===== config.mk =====
export PLATFORM = sky130hd
export DESIGN_NAME = nmcu_mem_arbiter
export DESIGN_NICKNAME = d
export VERILOG_FILES = /design/src/rtl/nmcu_pkg.sv /design/src/rtl/nmcu_id_fifo.sv /design/src/rtl/nmcu_mem_arbiter.sv
export SDC_FILE = /design/constraint.sdc
export NUM_CORES = 1
export LEC_CHECK = 0
export CORE_AREA = 4 4 105 107
export DETAILED_ROUTE_END_ITERATION = 12
export DIE_AREA = 0 0 109 111
export GPL_TIMING_DRIVEN = 1
export PLACE_DENSITY_LB_ADDON = 0.25
export SLEW_MARGIN = 20
export SYNTH_ARGS = -nofsm -noshare
export SYNTH_HDL_FRONTEND = slang
export SYNTH_SLANG_ARGS = --single-unit

===== constraint.sdc =====
create_clock -name clk -period 3.4 [get_ports clk]
set_input_delay 0.51 -clock clk [delete_from_list [all_inputs] [get_ports clk]]
set_output_delay 0.51 -clock clk [all_outputs]
set_load 0.005 [all_outputs]

===== src/rtl/nmcu_pkg.sv =====
// Shared NMCU constants and types used by the memory arbiter slice.
package nmcu_pkg;

    localparam int unsigned ADDR_WIDTH       = 32;
    localparam int unsigned DATA_WIDTH       = 32;

    // Requesters sharing the cache_system port
    localparam int unsigned NMCU_NUM_MEM_REQ = 2;
    localparam int unsigned REQ_CU           = 0;
    localparam int unsigned REQ_ICN          = 1;

    typedef logic [$clog2(NMCU_NUM_MEM_REQ)-1:0] req_id_t;

    // Arbiter lock state: IDLE arbitrates freely, HOLD pins the stalled grant
    typedef enum logic {
        ARB_IDLE = 1'b0,
        ARB_HOLD = 1'b1
    } arb_state_e;

endpackage


===== src/rtl/nmcu_id_fifo.sv =====
// Synchronous FIFO of requester IDs; pointers carry an extra wrap bit for full/empty.
module nmcu_id_fifo #(
    parameter int unsigned WIDTH = 1,
    parameter int unsigned DEPTH = 4
) (
    input  logic                         clk,
    input  logic                         rst_n,
    input  logic                         push_i,
    input  logic [WIDTH-1:0]             wdata_i,
    input  logic                         pop_i,
    output logic [WIDTH-1:0]             rdata_o,
    output logic                         full_o,
    output logic                         empty_o,
    output logic [$clog2(DEPTH+1)-1:0]   count_o
);

    localparam int unsigned PW = $clog2(DEPTH) + 1;
    localparam int unsigned IW = (DEPTH > 1) ? $clog2(DEPTH) : 1;
    localparam int unsigned CW = $clog2(DEPTH + 1);

    logic [PW-1:0]    wr_ptr_q, wr_ptr_d;
    logic [PW-1:0]    rd_ptr_q, rd_ptr_d;
    logic [PW-1:0]    level;
    logic [IW-1:0]    wr_idx, rd_idx;
    logic             push_ok, pop_ok;
    logic [WIDTH-1:0] mem_q [DEPTH];

    // Storage index is the pointer without its wrap bit
    generate
        if (DEPTH > 1) begin : g_idx
            assign wr_idx = wr_ptr_q[IW-1:0];
            assign rd_idx = rd_ptr_q[IW-1:0];
        end else begin : g_idx_single
            assign wr_idx = '0;
            assign rd_idx = '0;
        end
    endgenerate

    assign level   = wr_ptr_q - rd_ptr_q;
    assign full_o  = (level == PW'(DEPTH));
    assign empty_o = (wr_ptr_q == rd_ptr_q);
    assign count_o = CW'(level);
    assign rdata_o = mem_q[rd_idx];
    assign push_ok = push_i & ~full_o;
    assign pop_ok  = pop_i & ~empty_o;

    // Pointer advance
    always_comb begin
        wr_ptr_d = wr_ptr_q;
        rd_ptr_d = rd_ptr_q;
        if (push_ok) wr_ptr_d = wr_ptr_q + PW'(1);
        if (pop_ok)  rd_ptr_d = rd_ptr_q + PW'(1);
    end

    // Pointer registers
    always_ff @(posedge clk) begin
        if (!rst_n) begin
            wr_ptr_q <= '0;
            rd_ptr_q <= '0;
        end else begin
            wr_ptr_q <= wr_ptr_d;
            rd_ptr_q <= rd_ptr_d;
        end
    end

    // ID storage, no reset needed since empty guards reads
    always_ff @(posedge clk) begin
        if (push_ok) mem_q[wr_idx] <= wdata_i;
    end

endmodule


===== src/rtl/nmcu_mem_arbiter.sv =====
// Round-robin arbiter sharing the cache_system port, with in-order response routing.
module nmcu_mem_arbiter #(
    parameter int unsigned NUM_REQ         = 2,
    parameter int unsigned ADDR_WIDTH      = nmcu_pkg::ADDR_WIDTH,
    parameter int unsigned DATA_WIDTH      = nmcu_pkg::DATA_WIDTH,
    parameter int unsigned MAX_OUTSTANDING = 4
) (
    input  logic                                  clk,
    input  logic                                  rst_n,
    input  logic [NUM_REQ-1:0]                    req_valid_i,
    output logic [NUM_REQ-1:0]                    req_ready_o,
    input  logic [NUM_REQ-1:0]                    req_we_i,
    input  logic [NUM_REQ*ADDR_WIDTH-1:0]         req_addr_i,
    input  logic [NUM_REQ*DATA_WIDTH-1:0]         req_wdata_i,
    output logic [NUM_REQ-1:0]                    resp_valid_o,
    output logic [DATA_WIDTH-1:0]                 resp_rdata_o,
    output logic                                  mem_req_valid_o,
    input  logic                                  mem_req_ready_i,
    output logic                                  mem_req_we_o,
    output logic [ADDR_WIDTH-1:0]                 mem_req_addr_o,
    output logic [DATA_WIDTH-1:0]                 mem_req_wdata_o,
    input  logic                                  mem_resp_valid_i,
    input  logic [DATA_WIDTH-1:0]                 mem_resp_rdata_i,
    output logic [$clog2(MAX_OUTSTANDING+1)-1:0]  outstanding_o,
    output logic                                  err_unexp_resp_o
);

    import nmcu_pkg::*;

    localparam int unsigned IDW = (NUM_REQ > 1) ? $clog2(NUM_REQ) : 1;

    arb_state_e             state_q, state_d;
    logic [IDW-1:0]         rr_ptr_q, rr_ptr_d;
    logic [IDW-1:0]         locked_idx_q, locked_idx_d;
    logic [IDW-1:0]         grant_idx, scan_off, head_id;
    logic                   grant_valid, scan_found;
    logic [2*NUM_REQ-1:0]   scan_dbl;
    logic [NUM_REQ-1:0]     scan_rot;
    logic                   fire, pop, fifo_full, fifo_empty;
    logic [NUM_REQ-1:0]     resp_valid_q, resp_valid_d;
    logic [DATA_WIDTH-1:0]  resp_rdata_q;
    logic                   err_q;

    // Index addition modulo NUM_REQ
    function automatic logic [IDW-1:0] wrap_add(input logic [IDW-1:0] a, input logic [IDW-1:0] b);
        logic [IDW:0] s;
        s = {1'b0, a} + {1'b0, b};
        if (s >= (IDW+1)'(NUM_REQ)) s = s - (IDW+1)'(NUM_REQ);
        return s[IDW-1:0];
    endfunction

    // Rotate valids so bit 0 is the rr_ptr requester, then find the first set bit
    assign scan_dbl = {req_valid_i, req_valid_i};
    assign scan_rot = scan_dbl[rr_ptr_q +: NUM_REQ];

    always_comb begin
        scan_found = 1'b0;
        scan_off   = '0;
        for (int i = 0; i < NUM_REQ; i++) begin
            if (!scan_found && scan_rot[i]) begin
                scan_found = 1'b1;
                scan_off   = IDW'(i);
            end
        end
    end

    // Grant selection and lock FSM next state
    always_comb begin
        state_d      = state_q;
        locked_idx_d = locked_idx_q;
        grant_idx    = wrap_add(rr_ptr_q, scan_off);
        grant_valid  = scan_found & ~fifo_full;
        if (state_q == ARB_HOLD) begin
            grant_idx   = locked_idx_q;
            grant_valid = req_valid_i[locked_idx_q] & ~fifo_full;
        end
        case (state_q)
            ARB_IDLE: begin
                if (grant_valid && !mem_req_ready_i) begin
                    state_d      = ARB_HOLD;
                    locked_idx_d = grant_idx;
                end
            end
            ARB_HOLD: begin
                if (!grant_valid || mem_req_ready_i) state_d = ARB_IDLE;
            end
            default: state_d = ARB_IDLE;
        endcase
    end

    // Zero-latency request path, forced quiet during reset
    always_comb begin
        mem_req_valid_o = rst_n & grant_valid;
        mem_req_we_o    = 1'b0;
        mem_req_addr_o  = '0;
        mem_req_wdata_o = '0;
        req_ready_o     = '0;
        if (rst_n) begin
            for (int i = 0; i < NUM_REQ; i++) begin
                if (IDW'(i) == grant_idx) begin
                    mem_req_we_o    = req_we_i[i];
                    mem_req_addr_o  = req_addr_i[i*ADDR_WIDTH +: ADDR_WIDTH];
                    mem_req_wdata_o = req_wdata_i[i*DATA_WIDTH +: DATA_WIDTH];
                    req_ready_o[i]  = grant_valid & mem_req_ready_i;
                end
            end
        end
    end

    assign fire = mem_req_valid_o & mem_req_ready_i;
    assign pop  = mem_resp_valid_i & ~fifo_empty;

    // Round-robin pointer moves past the requester just accepted
    always_comb begin
        rr_ptr_d = rr_ptr_q;
        if (fire) rr_ptr_d = wrap_add(grant_idx, IDW'(1));
    end

    // Response strobe goes to the requester at the FIFO head
    always_comb begin
        resp_valid_d = '0;
        if (pop) resp_valid_d = NUM_REQ'(1) << head_id;
    end

    // Arbiter state registers
    always_ff @(posedge clk) begin
        if (!rst_n) begin
            state_q      <= ARB_IDLE;
            rr_ptr_q     <= '0;
            locked_idx_q <= '0;
        end else begin
            state_q      <= state_d;
            rr_ptr_q     <= rr_ptr_d;
            locked_idx_q <= locked_idx_d;
        end
    end

    // Registered response outputs and sticky unexpected-response flag
    always_ff @(posedge clk) begin
        if (!rst_n) begin
            resp_valid_q <= '0;
            resp_rdata_q <= '0;
            err_q        <= 1'b0;
        end else begin
            resp_valid_q <= resp_valid_d;
            if (pop) resp_rdata_q <= mem_resp_rdata_i;
            if (mem_resp_valid_i && fifo_empty) err_q <= 1'b1;
        end
    end

    assign resp_valid_o     = resp_valid_q;
    assign resp_rdata_o     = resp_rdata_q;
    assign err_unexp_resp_o = err_q;

    // In-order record of which requester owns each outstanding request
    nmcu_id_fifo #(
        .WIDTH (IDW),
        .DEPTH (MAX_OUTSTANDING)
    ) u_id_fifo (
        .clk     (clk),
        .rst_n   (rst_n),
        .push_i  (fire),
        .wdata_i (grant_idx),
        .pop_i   (pop),
        .rdata_o (head_id),
        .full_o  (fifo_full),
        .empty_o (fifo_empty),
        .count_o (outstanding_o)
    );

    // A locked requester must keep its request up until accepted
    a_hold_valid_stable: assert property (@(posedge clk) disable iff (!rst_n)
        (state_q == ARB_HOLD) |-> req_valid_i[locked_idx_q]);

endmodule


Yosys cells after proc, flatten, opt, wreduce, memory -nomap -nowiden
Memory sizes are Yosys's and may differ from the RTL's. A register that Yosys moved wholly into a read port is not among the register bits.
Index checks and enable logic that the tools add are counted.
{"block": "word_totals", "reg_bits": 44, "ram_bits": 4, "input_bits": 168, "mem_count": 1}
{"block": "op_classes", "add_sub_neg": 7, "magnitude_cmp": 3, "eq_ne": 2, "n_shift": 2, "mux": 25, "n_bitwise": 11, "n_reduce_logical": 9}
{"memory": "u_id_fifo.mem_q", "words": 4, "width": 1, "read_ports": 1, "rd_clocked_by_memory_dff": 1, "wr": 1, "line_no": "nmcu_id_fifo.sv:26", "rtl": "logic [WIDTH-1:0] mem_q [DEPTH];"}
{"operator": "two-way mux 32 bit", "n": 4}
{"operator": "two-way mux 1 bit", "n": 17}
{"operator": "AND 1 bit", "n": 8}
{"operator": "adder 3 x 1 -> 3 bit, second input constant", "n": 2}
{"operator": "two-way mux 2 bit", "n": 3}
{"operator": ">= comparator 2 bit, second input constant", "n": 2}
{"operator": "AND reduction 2 bit", "n": 2}
{"operator": "indexed part select 4 x 2 -> 2 bit", "n": 1}
{"operator": "equality test 3 bit", "n": 1}
{"operator": "equality test 3 bit, second input constant", "n": 1}
{"operator": "logical AND 1 bit", "n": 3}
{"operator": "zero test 1 bit", "n": 3}
{"operator": "inverter 1 bit", "n": 3}
{"operator": "subtractor 3 bit", "n": 1}
{"operator": "adder 1 x 1 -> 2 bit", "n": 1}
{"operator": "adder 1 x 1 -> 2 bit, second input constant", "n": 1}
{"operator": "less-than comparator 1 x 2 -> 1 bit, second input constant", "n": 1}
{"operator": "case mux 1 bit (2 select lines)", "n": 1}
{"operator": "left shift 1 x 1 -> 2 bit, first input constant", "n": 1}
{"operator": "subtractor 1 bit, second input constant", "n": 2}
{"operator": "logical OR 1 bit", "n": 1}

Depth between registers and ports, before layout
Gate-level depths: netlist (run 1).
{"block": "logic_depth", "word_depth": 12, "ltp_mapped": 7, "depth_no_buf": 7}

Modules after synthesis
From an unflattened synthesis (run 1), not the netlist that was laid out.
{"block": "hier_totals", "cells_unflattened": 443, "area_unflattened_um2": 3260.6}
{"mod": "nmcu_mem_arbiter", "instances": 1, "cells_each": 387, "area_each_um2": 2613.8}
{"mod": "nmcu_id_fifo", "instances": 1, "cells_each": 56, "area_each_um2": 646.9}

Worst setup path before layout (run 1)
Ideal clock, no wire load.
{"block": "synth_path", "kind": "reg2out", "startpoint": "register u_id_fifo.wr_ptr_q[0]", "endpoint": "output req_ready_o[0]", "arrival_time_ns": 1.663, "setup_slack_ns": 1.227, "path_stages_with_launch": 8, "n_path_buf": 0, "cell_sequence": "dfxtp_1 inv_1 ha_1 fa_1 xnor3_1 or2_1 nand2_2 nor3_1"}
{"block": "synth_via", "elab_chain_cells": 8}
{"element": "start: declaration", "line_no": "nmcu_id_fifo.sv:21", "rtl": "logic [PW-1:0] wr_ptr_q, wr_ptr_d;"}
{"element": "start signal: assignment", "line_no": "nmcu_id_fifo.sv:61", "rtl": "wr_ptr_q <= wr_ptr_d;"}
{"element": "subtractor 3 bit *", "line_no": "nmcu_id_fifo.sv:39", "rtl": "assign level = wr_ptr_q - rd_ptr_q;"}
{"element": "equality test 3 bit *", "line_no": "nmcu_id_fifo.sv:40", "rtl": "assign full_o = (level == PW'(DEPTH));"}
{"element": "inverter 1 bit *", "line_no": "nmcu_mem_arbiter.sv:72, nmcu_mem_arbiter.sv:75"}
{"element": "AND 1 bit (on tied branches)", "line_no": "nmcu_mem_arbiter.sv:72, nmcu_mem_arbiter.sv:75"}
{"element": "two-way mux 1 bit *", "line_no": "nmcu_mem_arbiter.sv:73", "rtl": "if (state_q == ARB_HOLD) begin"}
{"element": "AND 1 bit *", "line_no": "nmcu_mem_arbiter.sv:104", "rtl": "req_ready_o[i] = grant_valid & mem_req_ready_i;"}
{"element": "two-way mux 1 bit *", "line_no": "nmcu_mem_arbiter.sv:100", "rtl": "if (IDW'(i) == grant_idx) begin"}
{"element": "two-way mux 2 bit *", "line_no": "nmcu_mem_arbiter.sv:98", "rtl": "if (rst_n) begin"}
{"element": "end: declaration", "line_no": "nmcu_mem_arbiter.sv:11", "rtl": "output logic [NUM_REQ-1:0] req_ready_o,"}
Every way passes the cells marked *; elsewhere a longest branch is shown, timed or not.

Final worst setup path (run 1)
{"block": "layout_path", "startpoint": "input req_valid_i[1]", "endpoint": "output mem_req_addr_o[28]"}
{"block": "layout_via", "elab_chain_cells": 11}
{"element": "start: declaration", "line_no": "nmcu_mem_arbiter.sv:10", "rtl": "input logic [NUM_REQ-1:0] req_valid_i,"}
{"element": "indexed part select 4 x 2 -> 2 bit *", "line_no": "nmcu_mem_arbiter.sv:54", "rtl": "assign scan_rot = scan_dbl[rr_ptr_q +: NUM_REQ];"}
{"element": "two-way mux 1 bit", "line_no": "nmcu_mem_arbiter.sv:60", "rtl": "if (!scan_found && scan_rot[i]) begin"}
{"element": "zero test 1 bit", "line_no": "nmcu_mem_arbiter.sv:60"}
{"element": "logical AND 1 bit *", "line_no": "nmcu_mem_arbiter.sv:60"}
{"element": "two-way mux 1 bit *", "line_no": "nmcu_mem_arbiter.sv:60"}
{"element": "adder 1 x 1 -> 2 bit *", "line_no": "nmcu_mem_arbiter.sv:47", "rtl": "s = {1'b0, a} + {1'b0, b};"}
{"element": ">= comparator 2 bit or subtractor 1 bit (tied branches)", "line_no": "nmcu_mem_arbiter.sv:48", "rtl": "if (s >= (IDW+1)'(NUM_REQ)) s = s - (IDW+1)'(NUM_REQ);"}
{"element": "two-way mux 1 bit *", "line_no": "nmcu_mem_arbiter.sv:48"}
{"element": "two-way mux 1 bit *", "line_no": "nmcu_mem_arbiter.sv:73"}
{"element": "two-way mux 32 bit *", "line_no": "nmcu_mem_arbiter.sv:100"}
{"element": "two-way mux 32 bit *", "line_no": "nmcu_mem_arbiter.sv:98"}
{"element": "end: declaration", "line_no": "nmcu_mem_arbiter.sv:20", "rtl": "output logic [ADDR_WIDTH-1:0] mem_req_addr_o,"}
Marked as above.

==> results of run 1 <==
==> placed cells by master, fill, tap and decap left out, types with 2 or more instances in the layout <==
master	netlist	final
sky130_fd_sc_hd__a21oi_1	101	101
sky130_fd_sc_hd__nand2_1	205	205
sky130_fd_sc_hd__nor3_1	9	9
sky130_fd_sc_hd__edfxtp_1	4	4
sky130_fd_sc_hd__clkdlybuf4s50_1	0	272
sky130_fd_sc_hd__xnor2_1	2	2
sky130_fd_sc_hd__dfxtp_1	46	46
sky130_fd_sc_hd__buf_12	0	4
sky130_fd_sc_hd__clkbuf_8	0	5
sky130_fd_sc_hd__buf_4	6	6
sky130_fd_sc_hd__clkinv_2	1	2
sky130_fd_sc_hd__ha_1	7	7
sky130_fd_sc_hd__nor2_1	10	10
sky130_fd_sc_hd__mux2i_1	4	4
sky130_fd_sc_hd__inv_1	10	10
==> area by class of cell <==
cell class / instances / area [um2] / area share, %
antenna: 1 / 2.50 / 0.0423
tap: 136 / 170 / 2.88
timing repair buffer: 282 / 2850 / 48.1
clock inverter: 1 / 6.26 / 0.106
sequential: 50 / 1040 / 17.6
multi-input combinational: 358 / 1710 / 28.8
clock buffer: 7 / 97.6 / 1.65
inverter: 12 / 47.5 / 0.803
==> cell families (layout without fill, tap and decap cells) <==
| family | after synthesis | in the layout |
|---|---|---|
| xor gates and xnor gates | 3 | 3 |
| DFF | 50 | 50 |
| adders and majority gates | 8 | 8 |
| other | 0 | 1 |
| AOI/OAI and AO/OA | 112 | 112 |
| buffers and inverters | 45 | 302 |
| muxes | 5 | 5 |
| and+or+nand+nor | 230 | 230 |
==> how the worst max path moves through the flow <==
stage                     cells past startpoint  slack, ns                  start                  to
after detailed placement                      8       0.23         req_valid_i[1]  mem_req_addr_o[28]
after CTS                                     8       0.19  u_id_fifo.wr_ptr_q[0]      req_ready_o[0]
final                                         8       0.22         req_valid_i[1]  mem_req_addr_o[28]
after global routing                          8       0.04  u_id_fifo.wr_ptr_q[0]      req_ready_o[0]
after floorplan                               7       1.23  u_id_fifo.wr_ptr_q[0]      req_ready_o[0]
after global placement                        8       0.26         req_valid_i[1]  mem_req_addr_o[26]
==> sequential cells by signal, summed over array words and instances, names as in the netlist, named ones only <==
| signal | cells |
|---|---|
| resp_rdata_o | 32 |
| u_id_fifo.wr_ptr_q | 3 |
| rr_ptr_q | 1 |
| locked_idx_q | 1 |
| u_id_fifo.mem_q | 4 |
| u_id_fifo.rd_ptr_q | 3 |
| resp_valid_o | 2 |
| err_unexp_resp_o | 1 |
| state_q | 1 |
==> Yosys cell counts, drive strengths merged <==
cell type	n	area [um2]
xnor2	2	17.5
or3	1	6.26
a41oi	1	8.76
o21ai	2	10.0
a31o	2	17.5
xnor3	1	22.5
mux4	1	22.5
edfxtp	4	120
ha	7	87.6
nand2b	1	6.26
dfxtp	46	921
nor2	10	37.5
fa	1	20.0
nor3	9	45.0
a21oi	101	505
nand4	1	6.26
o31a	1	10.0
or2	1	6.26
and3	1	6.26
mux2i	4	40.0
nand2	206	776
clkbuf	13	48.8
buf	20	140
o32ai	1	8.76
inv	11	41.3
a21boi	1	7.51
a21o	1	7.51
o221ai	1	8.76
clkinv	1	5.00
a31oi	1	21.3
==> tightest hold or removal path, stage by stage (launching register included) <==
cell	delay, ns
sky130_fd_sc_hd__dfxtp_1	0.32
sky130_fd_sc_hd__nand2_1	0.05
sky130_fd_sc_hd__a21oi_1	0.05
==> per-layer routing <==
layer	GRT usage (%)	vias up
met5	0	-
met4	6.40	2
met3	9.38	30
met2	36.5	189
met1	23.0	1716
li1	-	1981
==> through the flow <==
step / total power (W) / hold WS, ns / cells
2_1_floorplan: 0.00128 / 0.453 / 453
3_3_place_gp: 0.00189 / 0.441 / 838
3_5_place_dp: 0.00191 / 0.445 / 838
4_1_cts: 0.00230 / 0.458 / 846
5_1_grt: 0.00245 / 0.478 / 847
6_report: 0.00227 / 0.459 / 847
==> where the power goes <==
part           leakage (nW)  switching, W  internal (W)
registers             0.411     0.0000534      0.000688
logic                  1.81      0.000509      0.000640
clock network        0.0539      0.000192      0.000191
==> metrics.txt, run 1 <==
run status=completed; H-tree level count=2; worst reg2reg path startpoint=u_id_fifo.wr_ptr_q[0]; cell with the biggest individual delay on the critical path=sky130_fd_sc_hd__clkdlybuf4s50_1; launch point of the worst hold path=resp_rdata_o[4]; complex-gate fraction of the synthesized area=between 20% and 30%; maximum net fanout on the critical path=24; DR vias/cell=4.63; Clock transition at path regs=roughly 0.08 ns; crit path time final=around 3.2 ns; proportion of layout cells with a drive suffix above 1=between 3 and 4%; share of synthesized cell area in full adder, half adder and majority cells=~3.6%; Routability Congestion=0.902; share of the yosys chip area belonging to registers=a little over a third; Post-Place Cell Area=between 0.005 and 0.006 mm2; end of the worst register-to-register path=u_id_fifo.mem_q[0]; cell family contributing the most delay on the critical path=buffers and inverters; max layer used=met5; core footprint=between 0.01 and 0.015 mm2; Tightest Hold Check Type=reg2reg; unrepaired setup endpoints after global routing=false; Die X=around 110 um; First DRT Iteration DRCs=162; clock sink count=50; number of buffers added on ports=about 270; number of buffers added to fix hold violations after cts=0; Power Density=384 mW/mm2; worst path required time=around 2.9 ns; buffers plus inverters on the worst setup path=4; remaining design rule violation count=0; kind of launch point of the worst setup path=input port; worst-skew pair later-pin latency=roughly 0.30 ns; post-layout net count=885; overall die height=between 100 and 150 um; Max Slew Vio Count=0; synthesized-area fraction occupied by xor and xnor cells=under 10%; dpl hpwl=~11000 um; count of antenna-violating nets left after detailed routing=0; static leakage=about 2.3 nW; share of cell area taken by muxes after synthesis=2.10%; met3 routed wirelength=~1600 um; capture endpoint of the worst hold path=resp_rdata_o[4]; final core utilization=between 50% and 60%; post-CTS setup buffers=0; max-capacitance violation count=0; CTS root buffer=sky130_fd_sc_hd__clkbuf_8; iteration count of the initial detailed-routing pass=5; FF+latch count, synth=50; Net Count, Synth=about 630; cell row count=37; crit share post-route=between 90% and 100%; Highest Clock Rate=~0.31 GHz; worst-case setup slack after placement=approximately 0.23 ns; R2R setup slack=roughly 1.2 ns; critical path capture point type=primary output; most frequent CP cell=sky130_fd_sc_hd__clkdlybuf4s50_1; number of endpoints failing setup at the final stage=0; CTS-repair resized insts=0; setup slack of the critical path after layout=0.219 ns; die area=between 0.01 and 0.015 mm2; type of the worst setup path=in2out; Clock Skews=0.00884 ns; synthesized-area fraction occupied by and/or/nand/nor cells=about 30%; buffer depth of the longest clock path=2; number of global-route vias before repair=approximately 4.0k; maximum number of pins on one net before global-route repair=67; setup total negative slack=0 ns; number of buffers created by CTS=5; final cell area excluding filler cells=~0.0059 mm2; aggregate global routing overflow=0; mean post-synth cell area=roughly 6.6 um2; Max-Slew Margin vs Limit=approximately 68%; Routed WL=roughly 14000 um; global-route usage over all layers=approximately a fifth; Ports=roughly 270; largest family of logic cells by synthesized area=simple AND/OR/NAND/NOR gates; number of warnings reported in the yosys synthesis log=0; global-route wire length before repair=between 20000 and 25000 um; worst reg-to-reg path cell count=7; endpoint arrival time on the critical path=about 2.7 ns; distinct cell type count of the synthesized netlist=36; area growth from synthesis to layout=98.5%; met2 layer wire length in the routed design=6580 um; crit path cell chain=clkdlybuf4s50_1, a21boi_1, o31a_2, clkinv_2, buf_4, nand2_1, a21oi_1, clkdlybuf4s50_1; wire length on met1=approximately 5100 um; transition time at the pin with the least slew margin=between 0.4 and 0.5 ns; Final Hold Violating Endpoints=0; initial antenna violation count=2; TritonCTS clock tree=built; filler cell count in the final layout=around 940; Post-Synthesis Cell Area=0.00298 mm2; VDD IR-drop max=0.192 mV; post-detailed-route wirelength per cell=16.1 um; highest cell delay on the worst timing path=between 0.5 and 0.6 ns; post-synthesis cell count=approximately 450; effective utilization at floorplan=29.4%; detailed-route via count=3918; hold-critical path depth=2
No activity file was read; power rests on OpenSTA's default activity.
==> run 2: changes to the inputs <==
--- a/config.mk
+++ b/config.mk
@@ -9,7 +9,7 @@
 export DETAILED_ROUTE_END_ITERATION = 12
 export DIE_AREA = 0 0 109 111
 export GPL_TIMING_DRIVEN = 1
-export PLACE_DENSITY_LB_ADDON = 0.25
+export PLACE_DENSITY = 0.78
 export SLEW_MARGIN = 20
 export SYNTH_ARGS = -nofsm -noshare
 export SYNTH_HDL_FRONTEND = slang
==> constraint.sdc (replaced) <==
create_clock -name clk -period 3.97 [get_ports clk]
set_input_delay 0.5955 -clock clk [delete_from_list [all_inputs] [get_ports clk]]
set_output_delay 0.5955 -clock clk [all_outputs]
set_load 0.005 [all_outputs]
==> run 2 against run 1 <==
Against the previous run:
- clock-buffer cell count decreased by 2
- combinational power decreased by 16%
- flip-flop and latch count unchanged
- critical path type unchanged
==> metrics.txt, run 2 (same netlist as run 1, synthesis figures left out) <==
crit path time final=3.54 ns; max-capacitance violation count=0; Tightest Hold Check Type=reg2reg; maximum net fanout on the critical path=66; endpoint arrival time on the critical path=2.95 ns; dpl hpwl=between 10000 and 15000 um; worst hold slack across all endpoints=approximately 0.46 ns; TritonCTS clock tree=built; run status=completed; wire length on met1=~5000 um; worst path required time=3.37 ns; most used cells in the layout excluding fill and tap cells=sky130_fd_sc_hd__clkdlybuf4s50_1, sky130_fd_sc_hd__nand2_1, sky130_fd_sc_hd__a21oi_1, sky130_fd_sc_hd__dfxtp_1; post-detailed-route wirelength per cell=15.8 um; number of global-route vias before repair=~4k; Routed WL=13400 um; max layer used=met4; cell row count=37; worst-skew pair later-pin latency=between 0.3 and 0.4 ns; Die X=around 110 um; detailed-route via count=~4.0k; filler cell count in the final layout=just over 900; Routability Congestion=between 1 and 1.5; iteration count of the initial detailed-routing pass=5; overall die height=between 100 and 150 um; highest cell delay on the worst timing path=roughly 0.53 ns; Max-Slew Margin vs Limit=a little under two fifths; setup total negative slack=0 ns; Highest Clock Rate=roughly 0.28 GHz; Max Slew Vio Count=0; commonest non-fill, non-tap cell in the layout=sky130_fd_sc_hd__clkdlybuf4s50_1; VDD IR-drop max=approximately 0.17 mV; crit path cell chain=clkdlybuf4s50_1, a21boi_1, o31a_2, buf_4, nand2_1, a21oi_1, clkdlybuf4s50_1; max reg flops=32; filler-free cell count of the finished design=between 800 and 900; type of the worst setup path=in2out; unrepaired setup endpoints after global routing=false; die area=0.0121 mm2; static leakage=2.24 nW; area growth from synthesis to layout=96.5%; Clock Skews=slightly below 0.008 ns; post-CTS setup buffers=0; Power Density=roughly 330 mW/mm2; core footprint=about 0.01 mm2; maximum number of pins on one net before global-route repair=67; met2 layer wire length in the routed design=~6400 um; global-route wire length before repair=approximately 20000 um; cell with the biggest individual delay on the critical path=sky130_fd_sc_hd__clkdlybuf4s50_1; proportion of layout cells with a drive suffix above 1=3.25%; met3 routed wirelength=1600 um; buffers plus inverters on the worst setup path=3; Ports=274; crit share post-route=approximately 90%; area occupied by multi-input gates=0.00171 mm2; sequential cell area=0.00104 mm2; number of buffers added on ports=approximately 270; number of buffers created by CTS=5; aggregate global routing overflow=0; global-route usage over all layers=20.8%; number of buffers added to fix hold violations after cts=0; kind of launch point of the worst setup path=input port; Final Hold Violating Endpoints=0; Clock transition at path regs=about 0.09 ns; most frequent CP cell=sky130_fd_sc_hd__clkdlybuf4s50_1; initial antenna violation count=2; First DRT Iteration DRCs=around 220; DR vias/cell=roughly 4.8; critical path capture point type=primary output; post-layout net count=883; cell family contributing the most delay on the critical path=buffers and inverters; CTS-repair resized insts=0; effective utilization at floorplan=~30%; CTS root buffer=sky130_fd_sc_hd__clkbuf_8; transition time at the pin with the least slew margin=~0.93 ns; H-tree level count=2; count of antenna-violating nets left after detailed routing=0; remaining design rule violation count=0; placed instance count=836; number of endpoints failing setup at the final stage=0; clock sink count=50; buffer depth of the longest clock path=2
[run 2: routing by layer]
metal,vias to the layer above,track usage (%)
met1,1797,23.4
met2,220,35.6
met3,25,8.04
li1,1980,-
met5,-,0
met4,0,6.82
[run 2: per-stage QoR]
step / power [W] / area (um2) / setup slack [ns] / util, %
finish: 0.00191 / 5860 / 0.429 / 57.8
global route: 0.00206 / 5860 / 0.288 / 57.8
CTS: 0.00194 / 5850 / 0.449 / 57.7
detailed placement: 0.00163 / 5760 / 0.468 / 56.8
global placement: 0.00160 / 5760 / 0.477 / 56.8
floorplan: 0.00110 / 2980 / 1.71 / -
[run 2: area by class of cell]
| type | count | share of cell area (%) |
|---|---|---|
| Timing Repair Buffer | 280 | 47.8 |
| Multi-Input combinational cell | 358 | 29.1 |
| Sequential cell | 50 | 17.8 |
| Tap cell | 136 | 2.90 |
| Clock buffer | 5 | 1.17 |
| Inverter | 12 | 0.812 |
| Clock inverter | 3 | 0.384 |
| Antenna cell | 2 | 0.0854 |
[run 2: tightest hold or removal path: cells and delay by family (launching register included)]
| family | cells | cell delay (ns) |
|---|---|---|
| AO/OA/AOI/OAI | 1 | 0.05 |
| flip-flops | 1 | 0.32 |
| AND/OR/NAND/NOR | 1 | 0.05 |
[run 2: final timing paths]
check,startpoint,endpoint,slack (ns),cells past startpoint
worst max-delay path,req_valid_i[0],mem_req_addr_o[10],0.43,7
worst min-delay path,resp_rdata_o[28],resp_rdata_o[28],0.46,2
worst max register to register,u_id_fifo.wr_ptr_q[0],u_id_fifo.mem_q[0],1.79,7
worst min register to register,resp_rdata_o[28],resp_rdata_o[28],0.46,2
[run 2: where the power goes]
part	switching, W	internal, W	total [W]
clock	0.000180	0.000127	0.000307
sequential	0.0000470	0.000589	0.000636
combinational	0.000435	0.000535	0.000971
total	0.000663	0.00125	0.00191
